File: config.mk
export PLATFORM = sky130hd
export DESIGN_NAME = alu_exec_unit
export DESIGN_NICKNAME = d
export VERILOG_FILES = /design/src/rtl/alu_exec_unit.sv
export SDC_FILE = /design/constraint.sdc
export NUM_CORES = 1
export LEC_CHECK = 0
export BUFFER_PORTS_ARGS = -buffer_cell sky130_fd_sc_hd__buf_2
export CELL_PAD_IN_SITES_DETAIL_PLACEMENT = 0
export CELL_PAD_IN_SITES_GLOBAL_PLACEMENT = 1
export CORE_UTILIZATION = 35
export DETAILED_ROUTE_END_ITERATION = 7
export PLACE_DENSITY = 0.75
export SKIP_CTS_REPAIR_TIMING = 1
export SLEW_MARGIN = 5
export SYNTH_ARGS = -nofsm -noshare
export SYNTH_HDL_FRONTEND = slang
export SYNTH_SLANG_ARGS = --single-unit
File: constraint.sdc
create_clock -name clk -period 6.07 [get_ports clk]
set_clock_uncertainty 0.15 [all_clocks]
set_input_delay 1.214 -clock clk [delete_from_list [all_inputs] [get_ports clk]]
set_output_delay 1.214 -clock clk [all_outputs]
set_load 0.01 [all_outputs]
File: src/rtl/alu_exec_unit.sv
// Execute-stage ALU with valid/ready handshake. Single-cycle logic/arithmetic ops,
// iterative one-bit-per-cycle shifter for SLL/SRL/SRA.
module alu_exec_unit #(
    parameter int unsigned WIDTH = 32
) (
    input  logic             clk,
    input  logic             rst_n,
    input  logic             flush,
    input  logic             in_valid,
    output logic             in_ready,
    input  logic [3:0]       alu_opcode,
    input  logic [WIDTH-1:0] src_a,
    input  logic [WIDTH-1:0] src_b,
    output logic             out_valid,
    input  logic             out_ready,
    output logic [WIDTH-1:0] result,
    output logic             zero,
    output logic             busy
);

    localparam int unsigned SW = $clog2(WIDTH);

    localparam logic [3:0] OpAdd = 4'b0000;
    localparam logic [3:0] OpSub = 4'b0001;
    localparam logic [3:0] OpSlt = 4'b0010;
    localparam logic [3:0] OpXor = 4'b0011;
    localparam logic [3:0] OpOr  = 4'b0100;
    localparam logic [3:0] OpAnd = 4'b0101;
    localparam logic [3:0] OpSll = 4'b0110;
    localparam logic [3:0] OpSrl = 4'b0111;
    localparam logic [3:0] OpSra = 4'b1000;

    typedef enum logic [1:0] {StIdle, StShift, StDone} state_t;

    state_t           state_q;
    logic [SW-1:0]    cnt_q;
    logic [WIDTH-1:0] work_q;
    logic [3:0]       op_q;

    logic             accept;
    logic             is_shift;
    logic [SW-1:0]    shamt;
    logic [WIDTH-1:0] alu_res;
    logic [WIDTH-1:0] work_next;

    assign in_ready = !flush && ((state_q == StIdle) || ((state_q == StDone) && out_ready));
    assign accept   = in_valid && in_ready;
    assign shamt    = src_b[SW-1:0];
    assign is_shift = (alu_opcode == OpSll) || (alu_opcode == OpSrl) || (alu_opcode == OpSra);

    // Shift opcodes only reach this path with a zero shift amount, so they pass src_a.
    always_comb begin
        alu_res = src_a + src_b;
        case (alu_opcode)
            OpAdd:   alu_res = src_a + src_b;
            OpSub:   alu_res = src_a - src_b;
            OpSlt:   alu_res = {{(WIDTH-1){1'b0}}, ($signed(src_a) < $signed(src_b))};
            OpXor:   alu_res = src_a ^ src_b;
            OpOr:    alu_res = src_a | src_b;
            OpAnd:   alu_res = src_a & src_b;
            OpSll, OpSrl, OpSra: alu_res = src_a;
            default: alu_res = src_a + src_b;
        endcase
    end

    always_comb begin
        work_next = {work_q[WIDTH-1], work_q[WIDTH-1:1]};
        case (op_q)
            OpSll:   work_next = {work_q[WIDTH-2:0], 1'b0};
            OpSrl:   work_next = {1'b0, work_q[WIDTH-1:1]};
            default: work_next = {work_q[WIDTH-1], work_q[WIDTH-1:1]};
        endcase
    end

    always_ff @(posedge clk or negedge rst_n) begin
        if (!rst_n) begin
            state_q   <= StIdle;
            out_valid <= 1'b0;
            result    <= '0;
            zero      <= 1'b1;
            busy      <= 1'b0;
            cnt_q     <= '0;
            work_q    <= '0;
            op_q      <= OpAdd;
        end else if (flush) begin
            state_q   <= StIdle;
            out_valid <= 1'b0;
            busy      <= 1'b0;
            cnt_q     <= '0;
        end else begin
            case (state_q)
                StIdle, StDone: begin
                    if (accept) begin
                        if (is_shift && (shamt != '0)) begin
                            work_q    <= src_a;
                            cnt_q     <= shamt;
                            op_q      <= alu_opcode;
                            busy      <= 1'b1;
                            out_valid <= 1'b0;
                            state_q   <= StShift;
                        end else begin
                            result    <= alu_res;
                            zero      <= (alu_res == '0);
                            out_valid <= 1'b1;
                            state_q   <= StDone;
                        end
                    end else if ((state_q == StDone) && out_ready) begin
                        out_valid <= 1'b0;
                        state_q   <= StIdle;
                    end
                end
                StShift: begin
                    work_q <= work_next;
                    cnt_q  <= cnt_q - 1'b1;
                    if (cnt_q == SW'(1)) begin
                        result    <= work_next;
                        zero      <= (work_next == '0);
                        out_valid <= 1'b1;
                        busy      <= 1'b0;
                        state_q   <= StDone;
                    end
                end
                default: state_q <= StIdle;
            endcase
        end
    end

endmodule
# After elaboration in Yosys (flattened, before gate mapping)
# Index checks and enable logic that the tools add are counted.
[totals]
latch_bits = 0
ff_bits = 78
out_inout_bits = 36
elab_cells = 94
input_bits = 73
n_memories = 0
ramBits = 0
romBits = 0
[classes]
eq_ne = 21
div = 0
addsub = 3
magnitude_cmp = 1
shifts = 0
muxes = 34
n_reduce_logical = 23
n_mul = 0
n_bitwise = 4
[op_table]
columns = ["op", "n"]
rows = [
  ["$pmux 32 s2", 3],
  ["$pmux 32 s6", 1],
  ["$mux 32", 5],
  ["$logic_not 32->1", 2],
  ["$add 32x32->32", 1],
  ["$and 32x32->32", 1],
  ["$lt 32x32->1", 1],
  ["$or 32x32->32", 1],
  ["$sub 32x32->32", 1],
  ["$xor 32x32->32", 1],
  ["$eq 4x3->1 const B", 6],
  ["$mux 5", 3],
  ["$mux 1", 12],
  ["$reduce_and 4->1", 3],
  ["$mux 2", 5],
  ["$pmux 5 s2", 1],
  ["$ne 3x3->1 const B", 3],
  ["$eq 4x2->1 const B", 2],
  ["$ne 2x2->1 const B", 4],
  ["$pmux 1 s2", 3],
  ["$reduce_and 3->1", 2],
  ["$eq 5x1->1 const B", 1],
  ["$reduce_and 5->1", 1],
  ["$reduce_bool 5->1", 1],
  ["other kinds (17)", 22],
]

# Longest topological paths before layout
[depth]
depth_word = 8
depth_mapped = 15
depth_no_buf = 15

# Worst setup path after synthesis
# Ideal clock, no wire load.
[synth_timing]
path_type = "input -> register"
startpoint = "input port src_a[0]"
endpoint = "register zero"
n_path_buf = 0
stages = 15
t_arrival_ps = 4092
slack_ps = 1768
setup_time_ps = 60
t_required_ps = 5860
cell_sequence = "inv_1 > ha_1 > inv_1 > fa_1 > nor2b_1 > a2111oi_0 > xor2_1 > a211oi_1 > nand4b_1 > nor4_1 > nand4_1 > nor4_1 > nand4_1 > nor4_1 > a211o_1"
[synth_via]
elab_chain_len = 6
elab_cells_between_ends = 11
classes_between = "2 x add/sub; 1 x order compare; 4 x mux; 3 x bitwise; 1 x reduce/logical"
[synth_rtl]
columns = ["item", "line", "rtl"]
rows = [
  ["start, declared", "12", "input logic [WIDTH-1:0] src_a,"],
  ["$add 32x32->32, or another cell as far along", "55, 62", ""],
  ["$pmux 32 s6 *", "54", "case (alu_opcode)"],
  ["$logic_not 32->1 *", "103", "zero <= (alu_res == '0);"],
  ["$mux 1 *", "94", "if (is_shift && (shamt != '0)) begin"],
  ["$mux 1 *", "93", "if (accept) begin"],
  ["$pmux 1 s2 *", "91", "case (state_q)"],
  ["end signal, assigned", "103", ""],
  ["end signal, assigned", "117", "zero <= (work_next == '0);"],
  ["end, declared", "17", "output logic zero,"],
]
# Mark *: on every way between the ends. The rest lies on a longest branch, timed or not. The select of a mux whose other input is x is not followed.
# A chain may end at the register's enable or synchronous reset.

# Final worst setup path
# Ends and elaborated chain as after synthesis.

==> flow_summary.toml <==
[layout]
fill_cells = 3000
stdcell_count = 1821
areaGrowthSynthToFinish_pct = 10.99
nets = 1612
drive_gt1_share_pct = 13.86
post-route-util_pct = 39.72
antenna_cells = 0

[route]
drc = 0
ant_nets = 0
wl_per_cell_um = 21.52
routed_wl_um = 39200
vias = 10800
avgViaCountPerCell = 5.932
drt-initial-drc-count = 1048
first_pass_iters = 6

[die]
die_h_um = 171.0
io_pins = 109
fp.dieW_um = 171.0
rows = 61
start_util_pct = 35.78
dieArea_mm2 = 0.02924
coreArea_mm2 = 0.02793

[global_routing]
antenna_found_initial = 0
grt_start_max_net_pins = 82
grt_busiest_layer = "met2"
grtUsageMet2_pct = 41.00
grt_pass1_vias = 10120
grt_pass1_wl_um = 60380
grtUsageTotal_pct = 27.02
use_met3_pct = 5.667
grt_overflow = 0
met1_usage_pct = 38.20

[setup_path]
worstSetupPathType = "in -> reg"
rrSetupSlack_ns = 2.28
worstSetupStartpointType = "input port"
critPathRequiredTime_ns = 6.20
cp.arrival_ns = 5.31
path_max_fanout = 4
end_kind = "register"

[synthesis]
yosysMostFrequentCell = "nand2_1"
synth.top_cells.by_count = "nand2_1 (215), o21ai_0 (163), inv_1 (103)"
synth.net_count = 1565
synthDominantCellAreaShare_pct = 19.28
synth_top_cell_by_area = "dfrtp_1"
yosys.cell_types.count = 100
netlist_area_mm2 = 0.009996
yosysWarnings = 0
async_reset_ff_share_pct = 100.0
ys_ff_latch = 78
synth_top_cells_by_area = "dfrtp_1 (19%), ha_1 (12%), o21ai_0 (8.2%)"
synthCells = 1392
syn_avg_cell_area_um2 = 7.181
synth_top_flop_cell = "dfrtp_1"
synth-edff-count = 0
synth-seq-area-share_pct = 19.54

[clock_tree]
clock_latency_ns = 0.34
htreeDepth = 3
cts_buffer_depth = 2
cts.sinks = 78
cts_inserted_buffers = 9
root_buffer = "clkbuf_16"
clkTransAtPathRegs_ns = 0.06
cts_tree = "yes"

[place]
dp_cells = 1806
place_ws_ns = 0.7012
gp_congestion = 0.9480
portBuffers = 108
dp.final_hpwl_um = 30200

[sta]
relSlewSlack_pct = 30.28
finalHoldViolCount = 0
fmax_mhz = 193.2
slew_violations = 0
fin_crit_ns = 5.175
worst_slew_pin_slew_ns = 1.043
finalCritPeriodShare_pct = 85.26
setup_tns_ns = 0
setup_violations = 0
rsz0062_at_grt = "false"
fin_ws_ns = 0.8945

[power_and_ir_drop]
powerDensity_mw_per_mm2 = 221.9
ir_drop_mv = 0.1397
p_leak_nw = 5.020
p_total_mw = 2.462

[hold_path]
hold_class = "reg -> reg"

[run_status]
status = "complete, no violations"

[job]
maxCapViolCount = 0
report_power, final:
part	leakage [nW]	internal, mW	switching [mW]	total, mW
registers	0.988	0.670	0.136	0.806
clock network	0.149	0.339	0.221	0.560
logic	3.88	0.393	0.702	1.10
total	5.02	1.40	1.06	2.46
cell type report:
class,instances,area [um2],area share (%)
sequential,78,1953,17.60
clock buffer,12,256.5,2.312
timing repair buffer,128,705.7,6.361
multi-input combinational,1117,7268,65.51
inverter,105,394.1,3.552
clock inverter,3,43.79,0.3947
tap,378,473.0,4.263
state kept, by name (all words and copies together) (netlist names):
signal and count:
zero 1, out_valid 1, op_q 4, cnt_q 5, work_q 32, result 32, state_q 2, busy 1
per-layer routing:
metal	wire [um]	share of wire (%)
met3	3245	8.3
met1	18100	46
met4	1034	2.6
met2	16810	43
met5	0	0
kinds of logic after synthesis:
| family | after synthesis | synth area share, % |
|---|---|---|
| and+or+nand+nor | 499 | 24.13 |
| DFF | 78 | 19.54 |
| xor gates and xnor gates | 7 | 0.6134 |
| AOI/OAI and AO/OA | 501 | 33.71 |
| muxes | 10 | 1.039 |
| buffers and inverters | 197 | 8.299 |
| adders and majority gates | 100 | 12.67 |
cells in the final DEF (no fill, tap or decap), types with 12 or more instances in the layout:
cell        n
a221oi_1   13
a21o_1     20
buf_2     107
nand3_1    52
nor3_1     30
a222oi_1   12
a211oi_1   20
ha_1       98
o21a_1     12
nor2_1     75
dfrtp_1    77
o31ai_1    19
nand2_1   215
a21oi_1    86
a31oi_1    20
o211ai_1   18
nor2b_1    14
buf_4      20
inv_1     103
nor4_1     18
o21ai_0   163
stage by stage:
stage          hold slack, ns  instance area (um2)
6_report               0.3179                11090
5_1_grt                0.3447                11090
4_1_cts                0.3239                11090
3_5_place_dp           0.3109                10790
3_3_place_gp           0.3060                10790
2_1_floorplan          0.2912                 9996
worst max-delay path, stage by stage:
cell and delay, ns:
buf_2 0.14, inv_1 0.08, ha_1 0.19, inv_1 0.06, fa_1 0.42, nor2b_1 0.18, a2111oi_0 0.51, xor2_1 0.12
a211oi_1 0.51, nand4b_1 0.27, nor4_1 0.34, nand4_1 0.25, nor4_1 0.37, nand4_1 0.18, nor4_1 0.33, a211o_1 0.14
worst paths after layout:
| check | end | startpoint | cells after the start |
|---|---|---|---|
| min in group asynchronous | cnt_q[1] | rst_n | 1 |
| worst min-delay path | result[4] | result[4] | 2 |
| max in group asynchronous | result[23] | rst_n | 1 |
| worst min register to register | result[4] | result[4] | 2 |
| worst max-delay path | zero | src_a[0] | 16 |
| worst max register to register | zero | state_q[0] | 12 |
(Power assumes the default switching activity.)
